$ cat config.mk
export PLATFORM = sky130hd
export DESIGN_NAME = num_combiner
export DESIGN_NICKNAME = d
export VERILOG_FILES = /design/src/rtl/num_combiner.sv
export SDC_FILE = /design/constraint.sdc
export NUM_CORES = 1
export LEC_CHECK = 0
export BUFFER_PORTS_ARGS = -buffer_cell sky130_fd_sc_hd__buf_2
export CORE_MARGIN = 4
export CORE_UTILIZATION = 50
export CTS_BUF_LIST = sky130_fd_sc_hd__clkbuf_16
export CTS_CLUSTER_DIAMETER = 200
export CTS_CLUSTER_SIZE = 24
export DETAILED_ROUTE_END_ITERATION = 12
export GPL_ROUTABILITY_DRIVEN = 1
export PLACE_DENSITY = 0.71
export SKIP_LAST_GASP = 1
export SLEW_MARGIN = 5
export SYNTH_ARGS = -nofsm -noshare
export SYNTH_HDL_FRONTEND = slang
export SYNTH_SLANG_ARGS = --single-unit
$ cat constraint.sdc
create_clock -name clk -period 3.25 [get_ports clk]
set_input_delay 0.325 -clock clk [delete_from_list [all_inputs] [get_ports clk]]
set_output_delay 0.325 -clock clk [all_outputs]
set_load 0.005 [all_outputs]
$ cat src/rtl/num_combiner.sv
// Accumulates BCD digits (most significant first) into a binary number, publishing it on enter.
// Each accepted digit costs one multiply-accumulate cycle; overflow, illegal digits and excess digits latch an error.
module num_combiner #(
  parameter int WIDTH  = 8,
  parameter int DIGITS = 2
) (
  input  logic             clk,
  input  logic             reset,
  input  logic             clear,
  input  logic [3:0]       digit,
  input  logic             digit_valid,
  input  logic             enter,
  output logic             ready,
  output logic [WIDTH-1:0] numero,
  output logic             done,
  output logic             error
);

  localparam int CW = (DIGITS < 1) ? 1 : $clog2(DIGITS + 1);

  typedef enum logic [1:0] {
    S_IDLE,
    S_COLLECT,
    S_MAC,
    S_ERROR
  } state_t;

  state_t         state, state_nxt;
  logic [WIDTH-1:0] acc;
  logic [CW-1:0]  cnt;
  logic [3:0]     dig;
  logic [WIDTH+3:0] mac_sum;
  logic           mac_fault;
  logic           take_digit;
  logic           take_enter;

  // Wide enough that acc*10 + 15 cannot wrap, so overflow is just the upper nibble.
  assign mac_sum   = {4'b0000, acc} * (WIDTH+4)'(10) + {{WIDTH{1'b0}}, dig};
  assign mac_fault = (dig > 4'd9) || (mac_sum[WIDTH+3:WIDTH] != 4'b0000) || (cnt == CW'(DIGITS));

  assign take_digit = ready && digit_valid;
  assign take_enter = ready && enter && !digit_valid;

  always_ff @(posedge clk) begin
    if (reset) begin
      state <= S_IDLE;
    end else begin
      state <= state_nxt;
    end
  end

  always_comb begin
    state_nxt = state;
    case (state)
      S_IDLE, S_COLLECT: begin
        if (digit_valid) begin
          state_nxt = S_MAC;
        end else if (enter) begin
          state_nxt = S_IDLE;
        end
      end
      S_MAC:   state_nxt = mac_fault ? S_ERROR : S_COLLECT;
      S_ERROR: state_nxt = S_ERROR;
      default: state_nxt = S_IDLE;
    endcase
    if (clear) begin
      state_nxt = S_IDLE;
    end
  end

  always_comb begin
    ready = 1'b0;
    error = 1'b0;
    case (state)
      S_IDLE, S_COLLECT: ready = 1'b1;
      S_ERROR:           error = 1'b1;
      default: begin
        ready = 1'b0;
        error = 1'b0;
      end
    endcase
  end

  always_ff @(posedge clk) begin
    if (reset) begin
      acc    <= '0;
      cnt    <= '0;
      dig    <= '0;
      numero <= '0;
      done   <= 1'b0;
    end else begin
      done <= 1'b0;
      if (clear) begin
        acc <= '0;
        cnt <= '0;
      end else if (state == S_MAC) begin
        if (!mac_fault) begin
          acc <= mac_sum[WIDTH-1:0];
          cnt <= cnt + 1'b1;
        end
      end else if (take_digit) begin
        dig <= digit;
      end else if (take_enter) begin
        numero <= acc;
        done   <= 1'b1;
        acc    <= '0;
        cnt    <= '0;
      end
    end
  end

endmodule

==> impl_metrics.env, run 1 <==
export IMPL_status="finished clean"
export IMPL_multiInputGateArea_sq_um=956
export IMPL_r2r_end="state[1]"
export IMPL_setup_viol=0
export IMPL_cp_start_kind="register"
export IMPL_routed_top_layer="met4"
export IMPL_yosysWarningCount=0
export IMPL_synth_cell_types=40
export IMPL_wl_per_cell_microns=14.1
export IMPL_first_global_vias=1260
export IMPL_drtPass1Iterations=4
export IMPL_crit_fanout=10
export IMPL_synthTopCellsByCount="nand2_1 (30), dfxtp_1 (25), ha_1 (16), mux2i_1 (13)"
export IMPL_wl_met1_microns=1350
export IMPL_drive_gt1_share_pct=17.7
export IMPL_ys_flop_type="dfxtp_1"
export IMPL_slew_headroom_pct=40.4
export IMPL_p_leak_nw=0.733
export IMPL_fin_skew_ps=3.98
export IMPL_postSynthCellCount=163
export IMPL_grt_pass1_wl_microns=5420
export IMPL_hp_class="in -> reg"
export IMPL_post_dp_hpwl_microns=2420
export IMPL_yosys_area_top_type_share_pct=33.3
export IMPL_port_buffers=19
export IMPL_syn_avg_cell_area_sq_um=9.22
export IMPL_synth_edf_count=0
export IMPL_clock_sinks=25
export IMPL_clk_pin_slew_ps=70
export IMPL_coreArea_sq_mm=0.00281
export IMPL_wl_met3_microns=125
export IMPL_fin_crit_sh_pct=88.8
export IMPL_finalHoldViolCount=0
export IMPL_crit_start="acc[1]"
export IMPL_grt_overflow=0
export IMPL_grt_usage_pct=16.9
export IMPL_cts_tree="yes"
export IMPL_diodes=0
export IMPL_ctsResizeCount=0
export IMPL_fmax_mhz=346
export IMPL_regToRegSetupSlack_ps=360
export IMPL_cts_hold_fix_buffers=0
export IMPL_numCtsBuffers=3
export IMPL_worstReg2RegStart="acc[1]"
export IMPL_slew_viol_final=0
export IMPL_die_y_microns=62.8
export IMPL_die_area_sq_mm=0.00395
export IMPL_ant_nets=0
export IMPL_worst_pin_slew_ps=885
export IMPL_critPathKind="reg -> reg"
export IMPL_endpoint="state[1]"
export IMPL_drt_wl_total_microns=3000
export IMPL_ys_ff_latch=25
export IMPL_clock_root_buffer="clkbuf_16"
export IMPL_whs_ps=300
export IMPL_critPathArrivalTime_ps=3050
export IMPL_start_util_pct=53.6
export IMPL_ff2ff_path_depth=9
export IMPL_post_cts_setup_buffers=0
export IMPL_clock_path_buffers=2
export IMPL_seqCellArea_sq_um=500
export IMPL_htreeDepth=1
export IMPL_antenna_found_initial=0
export IMPL_synthArstFlopShare_pct=0
export IMPL_tns_ps=0
export IMPL_grt_max_degree=19
export IMPL_io_pins=20
export IMPL_clock_latency_ps=260
export IMPL_yosys_area_top_type="dfxtp_1"
export IMPL_drc=0
export IMPL_gp_congestion=0.842
export IMPL_rsz0062_at_grt="no"
export IMPL_synth_area_sq_mm=0.00150
export IMPL_setup_worst_path_end_class="register"
export IMPL_core_rowCount=19
export IMPL_synth_area_leaders="dfxtp_1 (33%), ha_1 (13%), mux2i_1 (8.7%)"
export IMPL_required_ps=3410
export IMPL_vias_per_cell=5.67
export IMPL_peakVddDrop_v=0.000380
export IMPL_nNetsFinal=209
export IMPL_drt_iter0_drc=78
export IMPL_area_growth_pct=11.8
export IMPL_syn_nets=190
export IMPL_p_per_area_mw_per_mm2=375
export IMPL_drv_cap=0
export IMPL_num_vias=1202
export IMPL_route_met2_wl_microns=1470
export IMPL_die_x_microns=62.8
export IMPL_nFillCells=259
export IMPL_fin_crit_ps=2890
export IMPL_yosysMostFrequentCell="nand2_1"
export IMPL_seq_area_frac_synth_pct=33.3
[flip-flops by register name (all words and copies together) (netlist names)]
name,cells
acc,8
cnt,2
dig,4
done,1
numero,8
state,2
[critical path: stages, from the launching register on]
cell	delay, ps
dfxtp_1	440
ha_1	270
ha_1	240
fa_1	450
xor2_2	210
nand3_2	120
nor4b_4	290
mux2i_2	430
nor2_8	130
nor4_1	190
[power breakdown]
part / internal, W / leakage, nW / switching, W
clock: 0.000167 / 0.0371 / 0.000109
combinational: 0.0000153 / 0.494 / 0.0000244
sequential: 0.000310 / 0.202 / 0.00000368
[stage by stage]
step	util [%]	setup slack, ps	total power, W	instance area (sq um)	cells
4_1_cts	59.9	357	0.000633	1680	212
2_1_floorplan	-	571	0.000351	1500	163
3_5_place_dp	57.0	373	0.000361	1600	208
3_3_place_gp	57.0	504	0.000360	1600	208
6_report	59.9	363	0.000629	1680	212
5_1_grt	59.9	62.0	0.000655	1680	212
[how the worst min path moves through the flow]
stage,from,endpoint,cells after the start
4_1_cts,digit[1],dig[1],3
3_3_place_gp,numero[5],numero[5],2
5_1_grt,clear,state[0],2
6_report,digit[1],dig[1],3
3_5_place_dp,numero[6],numero[6],2
2_1_floorplan,dig[0],acc[0],2
[layout by cell type (no fill, tap or decap), types with 2 or more instances in the layout]
cell type / n
dfxtp_1: 25
clkbuf_16: 3
and2_1: 2
buf_2: 19
xnor2_1: 2
ha_1: 16
nor2_1: 12
o21bai_1: 2
o21ai_0: 2
fa_1: 2
nor3_1: 3
nand2_1: 30
nand3_1: 7
nor4_1: 3
mux2i_1: 13
inv_1: 2
or3_1: 2
xor2_1: 2
a21oi_1: 12
a21o_1: 3
[cell type report]
type | instances | share of cell area (%)
clock inverters | 1 | 0.447
flip-flops and latches | 25 | 29.8
clock buffers | 3 | 4.47
well taps | 31 | 2.31
inverters | 2 | 0.447
multi-input cells | 131 | 56.9
repair buffers | 19 | 5.66
[metal layers]
| metal | GRT usage [%] | vias to the layer above |
|---|---|---|
| met2 | 29.3 | 29 |
| met3 | 3.96 | 6 |
| met5 | 0 | - |
| met4 | 6.61 | 0 |
| li1 | - | 605 |
| met1 | 19.9 | 562 |
[cells by family (layout without fill, tap and decap cells)]
family	after synthesis	in the layout	share of synthesized area (%)
buffers and inverters	7	25	3.08
AO/OA/AOI/OAI	26	26	11.0
adder cells (fa/ha/maj)	18	18	16.0
flip-flops	25	25	33.3
XOR/XNOR	5	5	3.41
AND/OR/NAND/NOR	68	68	23.6
multiplexers	14	14	9.57
No activity file was read; power rests on OpenSTA's default activity.
==> inputs of run 2 (changes only) <==
--- a/config.mk
+++ b/config.mk
@@ -5,15 +5,14 @@
 export SDC_FILE = /design/constraint.sdc
 export NUM_CORES = 1
 export LEC_CHECK = 0
-export BUFFER_PORTS_ARGS = -buffer_cell sky130_fd_sc_hd__buf_2
 export CORE_MARGIN = 4
 export CORE_UTILIZATION = 50
 export CTS_BUF_LIST = sky130_fd_sc_hd__clkbuf_16
 export CTS_CLUSTER_DIAMETER = 200
 export CTS_CLUSTER_SIZE = 24
 export DETAILED_ROUTE_END_ITERATION = 12
+export DONT_BUFFER_PORTS = 1
 export GPL_ROUTABILITY_DRIVEN = 1
-export PLACE_DENSITY = 0.71
 export SKIP_LAST_GASP = 1
 export SLEW_MARGIN = 5
 export SYNTH_ARGS = -nofsm -noshare
==> constraint.sdc (replaced) <==
create_clock -name clk -period 3.2 [get_ports clk]
set_input_delay 0.32 -clock clk [delete_from_list [all_inputs] [get_ports clk]]
set_output_delay 0.32 -clock clk [all_outputs]
set_load 0.005 [all_outputs]
==> impl_metrics.env, run 2 (synthesis results as in run 1) <==
export IMPL_status="finished clean"
export IMPL_finalHoldViolCount=0
export IMPL_diodes=0
export IMPL_worstReg2RegStart="acc[1]"
export IMPL_ant_nets=0
export IMPL_critPathKind="reg -> reg"
export IMPL_reg_top3="acc x8, numero x8, dig x4"
export IMPL_clock_latency_ps=260
export IMPL_clock_root_buffer="clkbuf_16"
export IMPL_crit_start="acc[1]"
export IMPL_gp_congestion=0.761
export IMPL_critPathArrivalTime_ps=3010
export IMPL_coreArea_sq_mm=0.00281
export IMPL_regToRegSetupSlack_ps=350
export IMPL_num_vias=1134
export IMPL_layout_commonest_cell="nand2_1"
export IMPL_io_pins=20
export IMPL_first_global_vias=1142
export IMPL_grt_usage_pct=16.1
export IMPL_drive_gt1_share_pct=8.59
export IMPL_clk_pin_slew_ps=60
export IMPL_die_x_microns=62.8
export IMPL_p_per_area_mw_per_mm2=394
export IMPL_drtPass1Iterations=4
export IMPL_die_area_sq_mm=0.00395
export IMPL_most_common_layout_cells="nand2_1 (30), dfxtp_1 (25), ha_1 (16)"
export IMPL_grt_pass1_wl_microns=5140
export IMPL_cts_hold_fix_buffers=0
export IMPL_fin_skew_ps=6.41
export IMPL_nNetsFinal=191
export IMPL_p_leak_nw=0.648
export IMPL_ctsResizeCount=0
export IMPL_post_dp_hpwl_microns=2390
export IMPL_vias_per_cell=5.85
export IMPL_drv_cap=0
export IMPL_clock_path_buffers=2
export IMPL_setup_viol=0
export IMPL_cts_tree="yes"
export IMPL_ff2ff_path_depth=9
export IMPL_wl_per_cell_microns=15.3
export IMPL_drc=0
export IMPL_slew_viol_final=0
export IMPL_worst_pin_slew_ps=784
export IMPL_rsz0062_at_grt="no"
export IMPL_antenna_found_initial=0
export IMPL_drt_wl_total_microns=2970
export IMPL_htreeDepth=1
export IMPL_slew_headroom_pct=47.6
export IMPL_hp_class="in -> reg"
export IMPL_area_growth_pct=6.00
export IMPL_drt_iter0_drc=54
export IMPL_post_cts_setup_buffers=0
export IMPL_grt_max_degree=19
export IMPL_die_y_microns=62.8
export IMPL_fmax_mhz=351
export IMPL_setup_worst_path_end_class="register"
export IMPL_fin_crit_ps=2850
export IMPL_cp_start_kind="register"
export IMPL_finish_utilization_pct=56.8
export IMPL_min_from="reset"
export IMPL_start_util_pct=53.6
export IMPL_tns_ps=0
export IMPL_hold_depth=1
export IMPL_numCtsBuffers=3
export IMPL_required_ps=3370
export IMPL_clock_sinks=25
export IMPL_port_buffers=0
export IMPL_peakVddDrop_v=0.000327
export IMPL_grt_overflow=0
export IMPL_core_rowCount=19
export IMPL_crit_fanout=10
export IMPL_fin_crit_sh_pct=88.9
-- run 2: report_power, final --
part           internal (W)  switching (W)  total [W]
clock              0.000170       0.000108   0.000277
sequential         0.000315     0.00000384   0.000319
combinational     0.0000118      0.0000190  0.0000308
-- run 2: per-layer routing --
| layer | global-route usage, % | routed length, microns | up-vias |
|---|---|---|---|
| met5 | 0 | 0 | - |
| met4 | 2.48 | 13 | 0 |
| met3 | 3.78 | 133 | 4 |
| met2 | 28.4 | 1520 | 21 |
| met1 | 20.3 | 1300 | 539 |
| li1 | - | - | 570 |
-- run 2: metrics by stage --
| step | setup slack (ps) | instances | area [sq um] | hold slack (ps) | total power [W] |
|---|---|---|---|---|---|
| 6_report | 354 | 194 | 1590 | 121 | 0.000627 |
| 5_1_grt | 148 | 194 | 1590 | 106 | 0.000656 |
| 4_1_cts | 333 | 194 | 1590 | 117 | 0.000631 |
| 3_5_place_dp | 361 | 190 | 1510 | 393 | 0.000357 |
| 3_3_place_gp | 433 | 190 | 1510 | 393 | 0.000356 |
| 2_1_floorplan | 521 | 163 | 1500 | 437 | 0.000357 |
-- run 2: worst max-delay path: stages (launching register included) --
cell,delay [ps]
dfxtp_1,440
ha_1,270
ha_1,240
fa_1,450
xor2_2,200
nand3_2,130
nor4b_4,290
mux2i_2,430
nor2_8,130
nor4_1,180
-- run 2: path summary, 6_finish.rpt --
check | to
max reg2reg | state[1]
min | numero[4]
max | state[1]
min reg2reg | numero[5]
-- run 2: cell type report --
cell class,instances,area (sq um)
multi-input combinational,131,956
fill,263,1210
tap,31,38.8
clock buffer,3,75.1
sequential,25,500
timing repair buffer,1,7.51
inverter,2,7.51
clock inverter,1,7.51
